<file path="config.mk">
export PLATFORM = sky130hd
export DESIGN_NAME = vga_timing_monitor
export DESIGN_NICKNAME = d
export VERILOG_FILES = /design/src/rtl/vga_timing_monitor.sv
export SDC_FILE = /design/constraint.sdc
export NUM_CORES = 1
export LEC_CHECK = 0
export BUFFER_PORTS_ARGS = -buffer_cell sky130_fd_sc_hd__buf_4
export CAP_MARGIN = 20
export CORE_MARGIN = 4
export CORE_UTILIZATION = 35
export DETAILED_ROUTE_END_ITERATION = 6
export PLACE_DENSITY_LB_ADDON = 0.15
export REMOVE_ABC_BUFFERS = 1
export SLEW_MARGIN = 20
export SYNTH_ARGS = -nofsm -noshare
export SYNTH_HDL_FRONTEND = slang
export SYNTH_SLANG_ARGS = --single-unit
</file>
<file path="constraint.sdc">
create_clock -name iClk -period 3.9 [get_ports iClk]
set_clock_uncertainty 0.15 [all_clocks]
set_input_delay 0.195 -clock iClk [delete_from_list [all_inputs] [get_ports iClk]]
set_output_delay 0.195 -clock iClk [all_outputs]
set_load 0.005 [all_outputs]
</file>
<file path="src/rtl/vga_timing_monitor.sv">
// vga_timing_monitor: receive-side timing checker for an active-high hsync/vsync
// video stream. Measures line period, hsync width, lines per frame and vsync
// width, runs a SEARCH/CHECK/LOCKED lock machine against the expected timing,
// and captures one pixel per frame at a programmable probe point.
module vga_timing_monitor #(
    parameter int H_TOTAL     = 1344,
    parameter int H_SYNC      = 136,
    parameter int V_TOTAL     = 806,
    parameter int V_SYNC      = 6,
    parameter int LOCK_FRAMES = 2,
    parameter int PROBE_X     = 200,
    parameter int PROBE_Y     = 500
) (
    input  logic        iClk,
    input  logic        iReset_n,
    input  logic        iVGA_Hsync,
    input  logic        iVGA_Vsync,
    input  logic [3:0]  iVGA_Red,
    input  logic [3:0]  iVGA_Green,
    input  logic [3:0]  iVGA_Blue,
    output logic [10:0] oHTotal,
    output logic [10:0] oHSyncWidth,
    output logic [10:0] oVTotal,
    output logic [10:0] oVSyncWidth,
    output logic        oLocked,
    output logic        oError,
    output logic [7:0]  oFrameCount,
    output logic [11:0] oProbeRGB,
    output logic        oProbeValid
);

    localparam logic [10:0] CNT_MAX   = 11'd2047;
    localparam logic [10:0] H_TOTAL_W = 11'(H_TOTAL);
    localparam logic [10:0] H_SYNC_W  = 11'(H_SYNC);
    localparam logic [10:0] V_TOTAL_W = 11'(V_TOTAL);
    localparam logic [10:0] V_SYNC_W  = 11'(V_SYNC);
    localparam logic [10:0] PROBE_X_W = 11'(PROBE_X);
    localparam logic [10:0] PROBE_Y_W = 11'(PROBE_Y);
    localparam logic [3:0]  LOCK_N    = 4'(LOCK_FRAMES);

    typedef enum logic [1:0] {
        SEARCH = 2'd0,
        CHECK  = 2'd1,
        LOCKED = 2'd2
    } state_t;

    // Counters stop at full scale instead of wrapping so a dead input reads as 2047.
    function automatic logic [10:0] sat_inc(input logic [10:0] v);
        return (v == CNT_MAX) ? v : v + 11'd1;
    endfunction

    logic        hsync_p1, vsync_p1, hsync_p2, vsync_p2;
    logic [11:0] rgb_p1, rgb_p2;
    logic        hrise_p2, hfall_p2, vrise_p2, vfall_p2;

    logic [10:0] pix, hwidth, line, vwidth;
    logic        seen_rise, frame_bad;
    logic [10:0] period;
    logic        period_bad, width_bad, frame_good, timeout, probe_hit;

    state_t      state, state_next;
    logic [3:0]  good_cnt, good_cnt_next;
    logic        error_next, frame_inc;

    // Stage 1/2: input register, delayed copy, and registered edge flags aligned with the delayed copy.
    always_ff @(posedge iClk or negedge iReset_n) begin
        if (!iReset_n) begin
            hsync_p1 <= 1'b0;
            vsync_p1 <= 1'b0;
            rgb_p1   <= '0;
            hsync_p2 <= 1'b0;
            vsync_p2 <= 1'b0;
            rgb_p2   <= '0;
            hrise_p2 <= 1'b0;
            hfall_p2 <= 1'b0;
            vrise_p2 <= 1'b0;
            vfall_p2 <= 1'b0;
        end else begin
            hsync_p1 <= iVGA_Hsync;
            vsync_p1 <= iVGA_Vsync;
            rgb_p1   <= {iVGA_Red, iVGA_Green, iVGA_Blue};
            hsync_p2 <= hsync_p1;
            vsync_p2 <= vsync_p1;
            rgb_p2   <= rgb_p1;
            hrise_p2 <= hsync_p1 & ~hsync_p2;
            hfall_p2 <= ~hsync_p1 & hsync_p2;
            vrise_p2 <= vsync_p1 & ~vsync_p2;
            vfall_p2 <= ~vsync_p1 & vsync_p2;
        end
    end

    // A frame is judged at vsync rise, including any violation measured in that same clock.
    always_comb begin
        period     = sat_inc(pix);
        period_bad = hrise_p2 && seen_rise && (period != H_TOTAL_W);
        width_bad  = hfall_p2 && (hwidth != H_SYNC_W);
        frame_good = !(frame_bad || period_bad || width_bad) &&
                     (line == V_TOTAL_W) && (oVSyncWidth == V_SYNC_W);
        timeout    = (pix == CNT_MAX - 11'd1) && !hrise_p2;
        probe_hit  = (pix == PROBE_X_W) && (line == PROBE_Y_W);
    end

    // Stage 3: measurement counters, latched measurements and probe capture.
    always_ff @(posedge iClk or negedge iReset_n) begin
        if (!iReset_n) begin
            pix         <= '0;
            hwidth      <= '0;
            line        <= '0;
            vwidth      <= '0;
            seen_rise   <= 1'b0;
            frame_bad   <= 1'b0;
            oHTotal     <= '0;
            oHSyncWidth <= '0;
            oVTotal     <= '0;
            oVSyncWidth <= '0;
            oProbeRGB   <= '0;
            oProbeValid <= 1'b0;
        end else begin
            if (hrise_p2) begin
                pix       <= '0;
                seen_rise <= 1'b1;
                if (seen_rise)
                    oHTotal <= period;
            end else begin
                pix <= sat_inc(pix);
                if (timeout)
                    seen_rise <= 1'b0;
            end

            if (hrise_p2)
                hwidth <= 11'd1;
            else if (hsync_p2)
                hwidth <= sat_inc(hwidth);
            if (hfall_p2)
                oHSyncWidth <= hwidth;

            // An hsync coincident with vsync rise is the first line of the new frame.
            if (vrise_p2) begin
                line    <= hrise_p2 ? 11'd1 : 11'd0;
                vwidth  <= hrise_p2 ? 11'd1 : 11'd0;
                oVTotal <= line;
            end else if (hrise_p2) begin
                line <= sat_inc(line);
                if (vsync_p2)
                    vwidth <= sat_inc(vwidth);
            end
            if (vfall_p2)
                oVSyncWidth <= vwidth;

            if (vrise_p2)
                frame_bad <= 1'b0;
            else if (period_bad || width_bad)
                frame_bad <= 1'b1;

            oProbeValid <= probe_hit;
            if (probe_hit)
                oProbeRGB <= rgb_p2;
        end
    end

    // Lock machine next-state: timeout overrides everything, otherwise act on vsync rise.
    always_comb begin
        state_next    = state;
        good_cnt_next = good_cnt;
        error_next    = 1'b0;
        frame_inc     = 1'b0;
        if (timeout) begin
            state_next    = SEARCH;
            good_cnt_next = '0;
            error_next    = (state == LOCKED);
        end else if (vrise_p2) begin
            case (state)
                SEARCH: begin
                    state_next    = CHECK;
                    good_cnt_next = '0;
                end
                CHECK: begin
                    if (frame_good) begin
                        good_cnt_next = good_cnt + 4'd1;
                        if (good_cnt + 4'd1 == LOCK_N)
                            state_next = LOCKED;
                    end else begin
                        good_cnt_next = '0;
                    end
                end
                LOCKED: begin
                    if (frame_good) begin
                        frame_inc = 1'b1;
                    end else begin
                        error_next    = 1'b1;
                        state_next    = CHECK;
                        good_cnt_next = '0;
                    end
                end
                default: begin
                    state_next    = SEARCH;
                    good_cnt_next = '0;
                end
            endcase
        end
    end

    // Lock machine state register, error pulse and locked-frame counter.
    always_ff @(posedge iClk or negedge iReset_n) begin
        if (!iReset_n) begin
            state       <= SEARCH;
            good_cnt    <= '0;
            oError      <= 1'b0;
            oFrameCount <= '0;
        end else begin
            state    <= state_next;
            good_cnt <= good_cnt_next;
            oError   <= error_next;
            if (frame_inc)
                oFrameCount <= oFrameCount + 8'd1;
        end
    end

    assign oLocked = (state == LOCKED);

endmodule

</file>
==> qor.csv, run 1 <==
stage,metric,value,unit
run_status,outcome,completed,
sta,worst rel slew slack,41.83,%
hold_path,Hold WC Path Type,reg2reg,
grt,first-pass GRT wire length,21.94,mm
logic_synthesis,Syn Area/Cell,12.06,um^2
clocking,CTS tree,built,
logic_synthesis,Async SR Flop Fraction,100.0,%
clocking,H-tree Lvls,4,
die,Std-Cell Rows,48,
critical_path,crit end category,register,
hold_path,Hold Path Stages,0,
sta,Final Hold Viols,0,
logic_synthesis,dominant synthesized flop cell,dfrtp_1,
critical_path,Crit path largest cell delay,520,ps
critical_path,crit path cell chain,ha_1 -> nand3_1 -> nor3_1 -> o21ai_0 -> a31oi_4 -> a2bb2oi_1 -> mux2i_1,
detailed_routing,Post-route DRC,0,
finish,area grow syn2layout,26.00,%
clocking,CTS resizes,0,
die,die area,20150,um^2
die,core area,17420,um^2
critical_path,reg2reg start,pix[1],
flow_run,Max-Cap Viols,0,
placed_design,DP HPWL,8.844,mm
detailed_routing,number of vias in the routed layout,4203,
clocking,clock transition at the registers of the reported paths,60,ps
finish,Nets,653,
logic_synthesis,Synth area leaders,"dfrtp_1 60%, mux2_2 8.2%, xor2_1 2.9%, nor2_1 2.7%, ha_1 2.4%",
placed_design,# port buffers,82,
placed_design,routability cong.,0.8151,
logic_synthesis,register area share after synthesis,59.76,%
logic_synthesis,area fraction of the dominant cell type after synthesis,59.76,%
die,Die X,142.0,um
critical_path,R2R depth,7,
critical_path,crit path DAT,3200,ps
logic_synthesis,cell taking the most area after synthesis,dfrtp_1,
grt,vias in the first global route,4375,
critical_path,maximum fanout along the worst path,14,
finish,share of cells above drive strength 1,27.12,%
power_and_ir_drop,Leak,3.772,nW
logic_synthesis,Seq cells post-synth,150,
critical_path,cell at the slowest stage of the critical path,a31oi_4,
power_and_ir_drop,PwrDens,479.7,nW/um^2
critical_path,CP Launch Type,register,
grt,largest net degree at the start of global routing,99,
detailed_routing,total wire length,12.70,mm
clocking,Num CTS Buffers,17,
sta,final worst-path cycle share,78.89,%
logic_synthesis,Ys Warns,0,
placed_design,placed insts,816,
sta,Worst-Margin Slew,872.6,ps
grt,initial antenna violation count,0,
finish,final instance area,7914,um^2
placed_design,placed cell area,7153,um^2
die,Starting Density,36.06,%
clocking,clk root buf,clkbuf_16,
critical_path,CP Class,reg2reg,
clocking,"Setup Fix Bufs, Post-CTS",0,
clocking,clock sink total,150,
critical_path,FF-to-FF End,good_cnt[0],
clocking,later-pin clock latency in the skew report,420,ps
detailed_routing,post-route antenna net violation count,0,
sta,Max Freq,325.0,MHz
detailed_routing,Vias/cell,4.870,
sta,Setup TNS,0,ps
finish,final instance count without filler cells,863,
finish,filler cell count,1615,
sta,Final setup viols,0,
die,Vert. Die Dim,142.0,um
hold_path,Hold Crit Start,rgb_p1[6],
sta,RSZ-0062 raised after global routing,false,
clocking,cts hold-fix bufs,15,
detailed_routing,DR iter-0 viols,235,
logic_synthesis,Mapped Area,6281,um^2
hold_path,worst hold endpoint,rgb_p2[6],
logic_synthesis,synthesized instance count,521,
sta,Slew Limit Fails,0,
power_and_ir_drop,Worst VDD drop,0.0002909,V
critical_path,Crit path required time,4030,ps
detailed_routing,Avg WL per Cell,14.71,um
sta,min Tclk post-route,3077,ps
detailed_routing,first-pass detailed-route iteration total,4,
clocking,Max Root-Sink Buffers,2,
grt,GR Util All Layers,13.58,%
finish,antenna diode count,0,
sta,WHS,197.2,ps
die,io pins,83,
logic_synthesis,Post-synth EDFFs,0,
logic_synthesis,post-synth cell types,55,
critical_path,Worst R2R Setup Slack,820,ps
grt,GRT overflow,0,
## stage by stage
step                      total power, mW  utilization (%)  setup slack [ps]
after global placement              2.137            41.07             956.1
after global routing                3.987            45.44             458.7
after detailed placement            2.146            41.07             846.6
after floorplan                     1.947                -              1077
after CTS                           3.860            45.44             818.7
final                               3.796            45.44             823.2
## registers in the layout, indices dropped and copies added (netlist names), 2 cells and up
| name | count |
|---|---|
| rgb_p1 | 12 |
| oHSyncWidth | 11 |
| state | 2 |
| oVTotal | 11 |
| line | 11 |
| oFrameCount | 8 |
| hwidth | 11 |
| oProbeRGB | 12 |
| good_cnt | 4 |
| pix | 11 |
| rgb_p2 | 12 |
| oVSyncWidth | 11 |
| vwidth | 11 |
| oHTotal | 11 |
## kinds of logic (layout without fill, tap and decap cells)
kind of cell               after synthesis  in the layout  synth area share [%]
buffers and inverters                   34            151                 2.231
muxes                                   53             53                 9.363
xor gates and xnor gates                31             31                 4.323
adders and majority gates               12             12                 2.390
DFF                                    150            150                 59.76
AOI/OAI and AO/OA                       65             65                 6.375
and+or+nand+nor                        176            176                 15.56
## layout make-up
cell class                 instances  area [um^2]  share of cell area [%]
inverter                          16        60.06                  0.7589
sequential                       150         3754                   47.43
tap                              225        281.5                   3.557
clock buffer                      22        464.2                   5.866
clock inverter                    10        146.4                   1.850
multi-input combinational        337         2394                   30.25
timing repair buffer             103        814.5                   10.29
## cells in the mapped netlist, types with 4 or more instances
cell type / n
nand3_1: 23
and3_1: 6
a21oi_1: 15
clkbuf_1: 12
ha_1: 12
nor2_1: 45
inv_1: 16
nand4b_1: 5
and4_1: 5
nor4b_1: 4
mux2i_1: 7
xor2_1: 21
xnor2_1: 10
mux2_2: 46
nand4_1: 14
o21ai_0: 28
dfrtp_1: 150
nand2_1: 34
buf_2: 4
nor3_1: 4
or3_1: 6
nor2b_1: 7
nand2b_1: 4
## metal layers
layer | global-route usage, % | routed length, um | vias up
met4 | 5.707 | 248 | 0
met2 | 21.04 | 6077 | 67
met1 | 18.11 | 5868 | 2075
met3 | 3.696 | 505 | 18
met5 | 0 | 0 | -
li1 | - | - | 2043
## layout by cell type (no fill, tap or decap), drive strengths merged, types with 6 or more instances in the layout
cell | synthesis | routed
o21ai | 28 | 28
buf | 6 | 88
clkbuf | 12 | 22
dlygate4sd3 | 0 | 15
xnor2 | 10 | 10
and3 | 7 | 7
dfrtp | 150 | 150
nand4 | 14 | 14
a21oi | 15 | 15
nand2 | 34 | 34
mux2i | 7 | 7
nor2 | 45 | 45
inv | 16 | 17
mux2 | 46 | 46
ha | 12 | 12
or3 | 6 | 6
nor2b | 7 | 7
nand3 | 23 | 23
xor2 | 21 | 21
## worst max path at each step
stage / from / to / slack (ps) / depth (start not counted)
2_1_floorplan: pix[5] / oProbeRGB[0] / 1080 / 4
5_1_grt: pix[1] / good_cnt[1] / 460 / 7
4_1_cts: pix[1] / good_cnt[0] / 820 / 7
3_3_place_gp: pix[1] / good_cnt[0] / 960 / 7
3_5_place_dp: pix[1] / good_cnt[0] / 850 / 7
6_report: pix[1] / good_cnt[0] / 820 / 7
## report_power, final
group	internal, mW	total (mW)	switching, mW
logic	0.179	0.347	0.168
clock network	1.05	1.68	0.630
registers	1.66	1.77	0.113
## worst max-delay path, delay by kind of cell (launching register included)
kind | cells | cell delay [ps]
simple gates | 2 | 680
flops | 1 | 420
mux | 1 | 140
compound gates | 3 | 1260
fa+ha+maj | 1 | 280
Power figures use the tool's default switching activity.
==> run 2: changes to the inputs <==
==> constraint.sdc (replaced) <==
create_clock -name iClk -period 2.5 [get_ports iClk]
set_clock_uncertainty 0.15 [all_clocks]
set_input_delay 0.125 -clock iClk [delete_from_list [all_inputs] [get_ports iClk]]
set_output_delay 0.125 -clock iClk [all_outputs]
set_load 0.005 [all_outputs]
==> qor.csv, run 2 (synthesis gave the netlist of run 1 again) <==
stage,metric,value,unit
clocking,CTS tree,built,
clocking,later-pin clock latency in the skew report,420,ps
critical_path,FF-to-FF End,oFrameCount[1],
sta,Max Freq,380.3,MHz
critical_path,reg2reg start,oVSyncWidth[6],
grt,GRT overflow,0,
run_status,outcome,"complete, but fails checks",
sta,Setup WS post-layout,-129.7,ps
critical_path,cell at the slowest stage of the critical path,or4_4,
finish,Regs by FF count,"oProbeRGB (12), rgb_p1 (12), rgb_p2 (12)",
finish,share of cells above drive strength 1,35.25,%
finish,"most common cell after layout, fill and taps aside",dfrtp_1,
critical_path,CP Class,reg2reg,
clocking,clock transition at the registers of the reported paths,60,ps
sta,Setup TNS,-855.2,ps
flow_run,Max-Cap Viols,0,
detailed_routing,Post-route DRC,0,
die,core area,17420,um^2
critical_path,crit path cell chain,or4_4 -> nor4_2 -> and4b_2 -> and3_4 -> a31oi_4 -> nor3b_2 -> mux2_4,
sta,worst rel slew slack,45.09,%
detailed_routing,Avg WL per Cell,15.28,um
die,Die X,142.0,um
critical_path,crit path DAT,2790,ps
hold_path,Hold WC Path Type,in2async,
critical_path,crit end category,register,
detailed_routing,DR iter-0 viols,260,
finish,filler cell count,1614,
critical_path,CP Launch Type,register,
finish,antenna diode count,0,
placed_design,DP HPWL,9.872,mm
die,io pins,83,
critical_path,Crit path required time,2660,ps
finish,area grow syn2layout,34.82,%
detailed_routing,first-pass detailed-route iteration total,4,
sta,final worst-path cycle share,105.2,%
grt,first-pass GRT wire length,23.69,mm
sta,RSZ-0062 raised after global routing,true,
sta,min Tclk post-route,2630,ps
placed_design,# port buffers,82,
finish,"commonest cells after routing, fill and taps aside","150 x dfrtp_1, 139 x buf_4, 45 x nor2_1, 45 x mux2_2, 34 x nand2_1",
critical_path,Crit path largest cell delay,550,ps
grt,initial antenna violation count,0,
grt,GR Util All Layers,14.93,%
grt,vias in the first global route,4696,
finish,Nets,710,
placed_design,pre-CTS setup slack,-283.3,ps
detailed_routing,number of vias in the routed layout,4540,
power_and_ir_drop,Worst VDD drop,0.0004596,V
detailed_routing,total wire length,14.06,mm
clocking,clock sink total,150,
critical_path,Worst R2R Setup Slack,-130,ps
clocking,Max Root-Sink Buffers,2,
sta,Final Hold Viols,0,
die,Std-Cell Rows,48,
clocking,H-tree Lvls,4,
detailed_routing,Vias/cell,4.935,
power_and_ir_drop,total power,5.889,mW
run_status,failing checks,negative setup slack,
critical_path,R2R depth,7,
critical_path,maximum fanout along the worst path,3,
die,Starting Density,36.06,%
die,die area,20150,um^2
die,Vert. Die Dim,142.0,um
grt,largest net degree at the start of global routing,72,
detailed_routing,post-route antenna net violation count,0,
placed_design,routability cong.,0.8347,
power_and_ir_drop,Leak,4.127,nW
finish,Final Core Density,48.62,%
sta,Slew Limit Fails,0,
clocking,Num CTS Buffers,17,
power_and_ir_drop,PwrDens,695.5,nW/um^2
sta,Final setup viols,12,
sta,Worst-Margin Slew,823.6,ps
clocking,clk root buf,clkbuf_16,
sta,WHS,131.1,ps
-- run 2: cell count changes in the layout (fill, tap and decap cells not counted), sizes merged --
cell / previous run / this run
bufinv: 3 / 1
clkinvlp: 1 / 3
clkinv: 5 / 6
inv: 17 / 18
clkbuf: 22 / 20
buf: 88 / 145
-- run 2: cell type report --
type / count / area [um^2] / area share [%]
flip-flops and latches: 150 / 3754 / 44.33
multi-input cells: 337 / 2516 / 29.71
repair buffers: 160 / 1287 / 15.20
clock buffers: 20 / 446.7 / 5.275
well taps: 225 / 281.5 / 3.324
clock inverters: 12 / 122.6 / 1.448
inverters: 16 / 60.06 / 0.7092
-- run 2: worst max-delay path: cells and delay by family, from the launching register on --
family / cells / cell delay [ps]
AND/OR/NAND/NOR: 5 / 1540
flip-flops: 1 / 380
multiplexers: 1 / 330
AO/OA/AOI/OAI: 1 / 120
-- run 2: per-stage QoR --
stage / area (um^2) / instances
detailed placement: 7589 / 869
floorplan: 6201 / 503
CTS: 8397 / 918
global placement: 7589 / 869
finish: 8468 / 920
global route: 8468 / 920
-- run 2: worst max path at each step --
| stage | cells after the start | startpoint | to | slack [ps] |
|---|---|---|---|---|
| 2_1_floorplan | 4 | pix[5] | oProbeRGB[0] | -320 |
| 3_3_place_gp | 8 | oVSyncWidth[6] | oFrameCount[7] | -220 |
| 3_5_place_dp | 8 | oVSyncWidth[6] | oFrameCount[7] | -280 |
| 4_1_cts | 7 | oVSyncWidth[4] | oFrameCount[1] | -140 |
| 5_1_grt | 8 | oVSyncWidth[6] | oFrameCount[5] | -220 |
| 6_report | 7 | oVSyncWidth[6] | oFrameCount[1] | -130 |
-- run 2: what timing repair did --
item                       CTS  global route
hold buffers                15             0
pin swaps                   16            10
hold endpoints to repair    83             0
resized for setup           13            11
setup endpoints to repair   13            15
buffers inserted             3             2
-- run 2: per-layer routing --
layer | vias to the layer above | GRT usage (%) | part of all wire (%)
met5 | - | 0 | 0
met4 | 0 | 4.596 | 0.92
met3 | 9 | 4.368 | 3.9
met2 | 78 | 24.14 | 50
met1 | 2294 | 19.56 | 45
li1 | 2159 | - | -
-- run 2: power breakdown --
part           internal, mW  switching (mW)
clock network          1.41            1.02
registers              2.59           0.134
logic                 0.384           0.350
total                  4.38            1.50
==> run 3: changes to the inputs <==
--- a/config.mk
+++ b/config.mk
@@ -5,6 +5,7 @@
 export SDC_FILE = /design/constraint.sdc
 export NUM_CORES = 1
 export LEC_CHECK = 0
+export ABC_AREA = 1
 export BUFFER_PORTS_ARGS = -buffer_cell sky130_fd_sc_hd__buf_4
 export CAP_MARGIN = 20
 export CORE_MARGIN = 4
@@ -12,6 +13,7 @@
 export DETAILED_ROUTE_END_ITERATION = 6
 export PLACE_DENSITY_LB_ADDON = 0.15
 export REMOVE_ABC_BUFFERS = 1
+export SKIP_LAST_GASP = 1
 export SLEW_MARGIN = 20
 export SYNTH_ARGS = -nofsm -noshare
 export SYNTH_HDL_FRONTEND = slang
==> qor.csv, run 3 <==
stage,metric,value,unit
run_status,outcome,completed,
sta,Worst-Margin Slew,633.9,ps
sta,final worst-path cycle share,93.62,%
placed_design,DP HPWL,10.59,mm
grt,largest net degree at the start of global routing,59,
sta,Max Freq,427.2,MHz
finish,Nets,867,
placed_design,routability cong.,0.9139,
finish,Regs by FF count,"oProbeRGB (12), rgb_p1 (12), rgb_p2 (12)",
die,Die X,143.9,um
die,Std-Cell Rows,49,
logic_synthesis,register area share after synthesis,58.05,%
critical_path,CP Class,reg2reg,
die,io pins,83,
clocking,clock transition at the registers of the reported paths,70,ps
logic_synthesis,Mapped Area,6466,um^2
grt,first-pass GRT wire length,24.83,mm
clocking,Num CTS Buffers,17,
logic_synthesis,Synth area leaders,"dfrtp_1 58%, nand2_1 9.3%, inv_1 4.8%, nor2_1 4.2%, o21ai_0 4.0%",
critical_path,Crit path required time,2710,ps
clocking,clk root buf,clkbuf_16,
finish,"commonest cells after routing, fill and taps aside","158 x nand2_1, 145 x dfrtp_1, 101 x buf_4, 83 x inv_1, 69 x nor2_1",
clocking,Max Root-Sink Buffers,2,
detailed_routing,total wire length,14.83,mm
logic_synthesis,synthesized instance count,721,
finish,antenna diode count,0,
die,core area,18090,um^2
logic_synthesis,area fraction of the dominant cell type after synthesis,58.05,%
sta,Final Hold Viols,0,
sta,worst rel slew slack,57.74,%
grt,GR Util All Layers,15.14,%
die,die area,20710,um^2
critical_path,maximum fanout along the worst path,4,
power_and_ir_drop,Worst VDD drop,0.0004892,V
placed_design,# port buffers,82,
clocking,clock sink total,150,
finish,final instance area,8273,um^2
logic_synthesis,Syn Area/Cell,8.968,um^2
logic_synthesis,Seq cells post-synth,150,
clocking,H-tree Lvls,4,
hold_path,Hold WC Path Type,in2async,
detailed_routing,Vias/cell,4.741,
detailed_routing,post-route antenna net violation count,0,
sta,Setup WS post-layout,159.4,ps
power_and_ir_drop,Leak,4.013,nW
logic_synthesis,Async SR Flop Fraction,100.0,%
logic_synthesis,cell taking the most area after synthesis,dfrtp_1,
logic_synthesis,Synth top cells by count,"161 x nand2_1, 150 x dfrtp_1, 83 x inv_1",
logic_synthesis,Post-synth EDFFs,0,
sta,Setup TNS,0,ps
clocking,later-pin clock latency in the skew report,420,ps
detailed_routing,DR iter-0 viols,291,
grt,GRT overflow,0,
finish,area grow syn2layout,27.94,%
sta,Final setup viols,0,
sta,min Tclk post-route,2341,ps
clocking,CTS tree,built,
logic_synthesis,dominant synthesized flop cell,dfrtp_1,
die,Vert. Die Dim,143.9,um
sta,Slew Limit Fails,0,
logic_synthesis,post-synth cell types,34,
critical_path,crit end category,register,
logic_synthesis,Ys Warns,0,
detailed_routing,first-pass detailed-route iteration total,4,
detailed_routing,Avg WL per Cell,13.72,um
power_and_ir_drop,total power,6.151,mW
die,Starting Density,35.75,%
grt,vias in the first global route,5052,
detailed_routing,Post-route DRC,0,
power_and_ir_drop,PwrDens,743.5,nW/um^2
finish,share of cells above drive strength 1,20.42,%
placed_design,placed cell area,7395,um^2
critical_path,R2R depth,7,
critical_path,crit path DAT,2550,ps
flow_run,Max-Cap Viols,0,
logic_synthesis,most frequent cell after synthesis,nand2_1,
detailed_routing,number of vias in the routed layout,5125,
finish,"most common cell after layout, fill and taps aside",nand2_1,
critical_path,CP Launch Type,register,
grt,initial antenna violation count,0,
placed_design,pre-CTS setup slack,40.11,ps
run 3: area by class of cell:
class                      count  area (um^2)
multi-input combinational    467         2369
inverter                      85        319.1
clock buffer                  19        452.9
sequential                   150         3760
tap                          229        286.5
fill                        1722         9813
clock inverter                13        146.4
timing repair buffer         118        939.7
run 3: path summary, 6_finish.rpt:
kind / from / to / slack (ps)
max: oVSyncWidth[5] / oFrameCount[5] / 160
min: iReset_n / oHSyncWidth[10] / 50
max reg2reg: oVSyncWidth[5] / oFrameCount[5] / 160
min reg2reg: rgb_p1[11] / rgb_p2[11] / 200
max in group asynchronous: iReset_n / line[4] / 1400
min in group iClk: rgb_p1[11] / rgb_p2[11] / 200
run 3: repair_timing:
action,4_1_cts,5_1_grt
hold endpoints to repair,140,0
setup endpoints to repair,0,23
hold buffers,15,0
resized for setup,0,18
setup buffers,0,9
run 3: worst max-delay path: stages, from the launching register on:
cell	delay [ps]
dfrtp_1	400
nor4_1	530
nand4_1	210
nor2_1	300
nand4_1	220
nor2_2	240
nand4_1	130
nand2_1	90
run 3: kinds of logic (layout without fill, tap and decap cells):
logic type	after synthesis	count (layout)	synth area share, %
xor gates and xnor gates	12	12	1.625
buffers and inverters	104	235	6.172
AOI/OAI and AO/OA	101	101	8.011
and+or+nand+nor	342	342	23.82
adders and majority gates	12	12	2.322
DFF	150	150	58.05
run 3: power by group:
part / internal, mW / switching (mW) / leakage [nW]
combinational: 0.345 / 0.450 / 1.78
clock: 1.53 / 1.04 / 0.290
sequential: 2.63 / 0.152 / 1.94
run 3: metal layers:
layer  share of wire [%]  up-vias  GRT usage (%)
met4                 1.2        0          4.856
met3                 3.4       18          3.927
li1                    -     2560              -
met2                  50       86          24.50
met1                  46     2461          19.95
met5                   0        -              0
run 3: through the flow:
stage | utilization, % | cells | hold slack [ps]
2_1_floorplan | - | 702 | -320.6
3_3_place_gp | 40.89 | 1025 | -51.23
3_5_place_dp | 40.89 | 1025 | -44.34
4_1_cts | 45.03 | 1072 | 67.94
5_1_grt | 45.74 | 1081 | 110.6
6_report | 45.74 | 1081 | 51.54
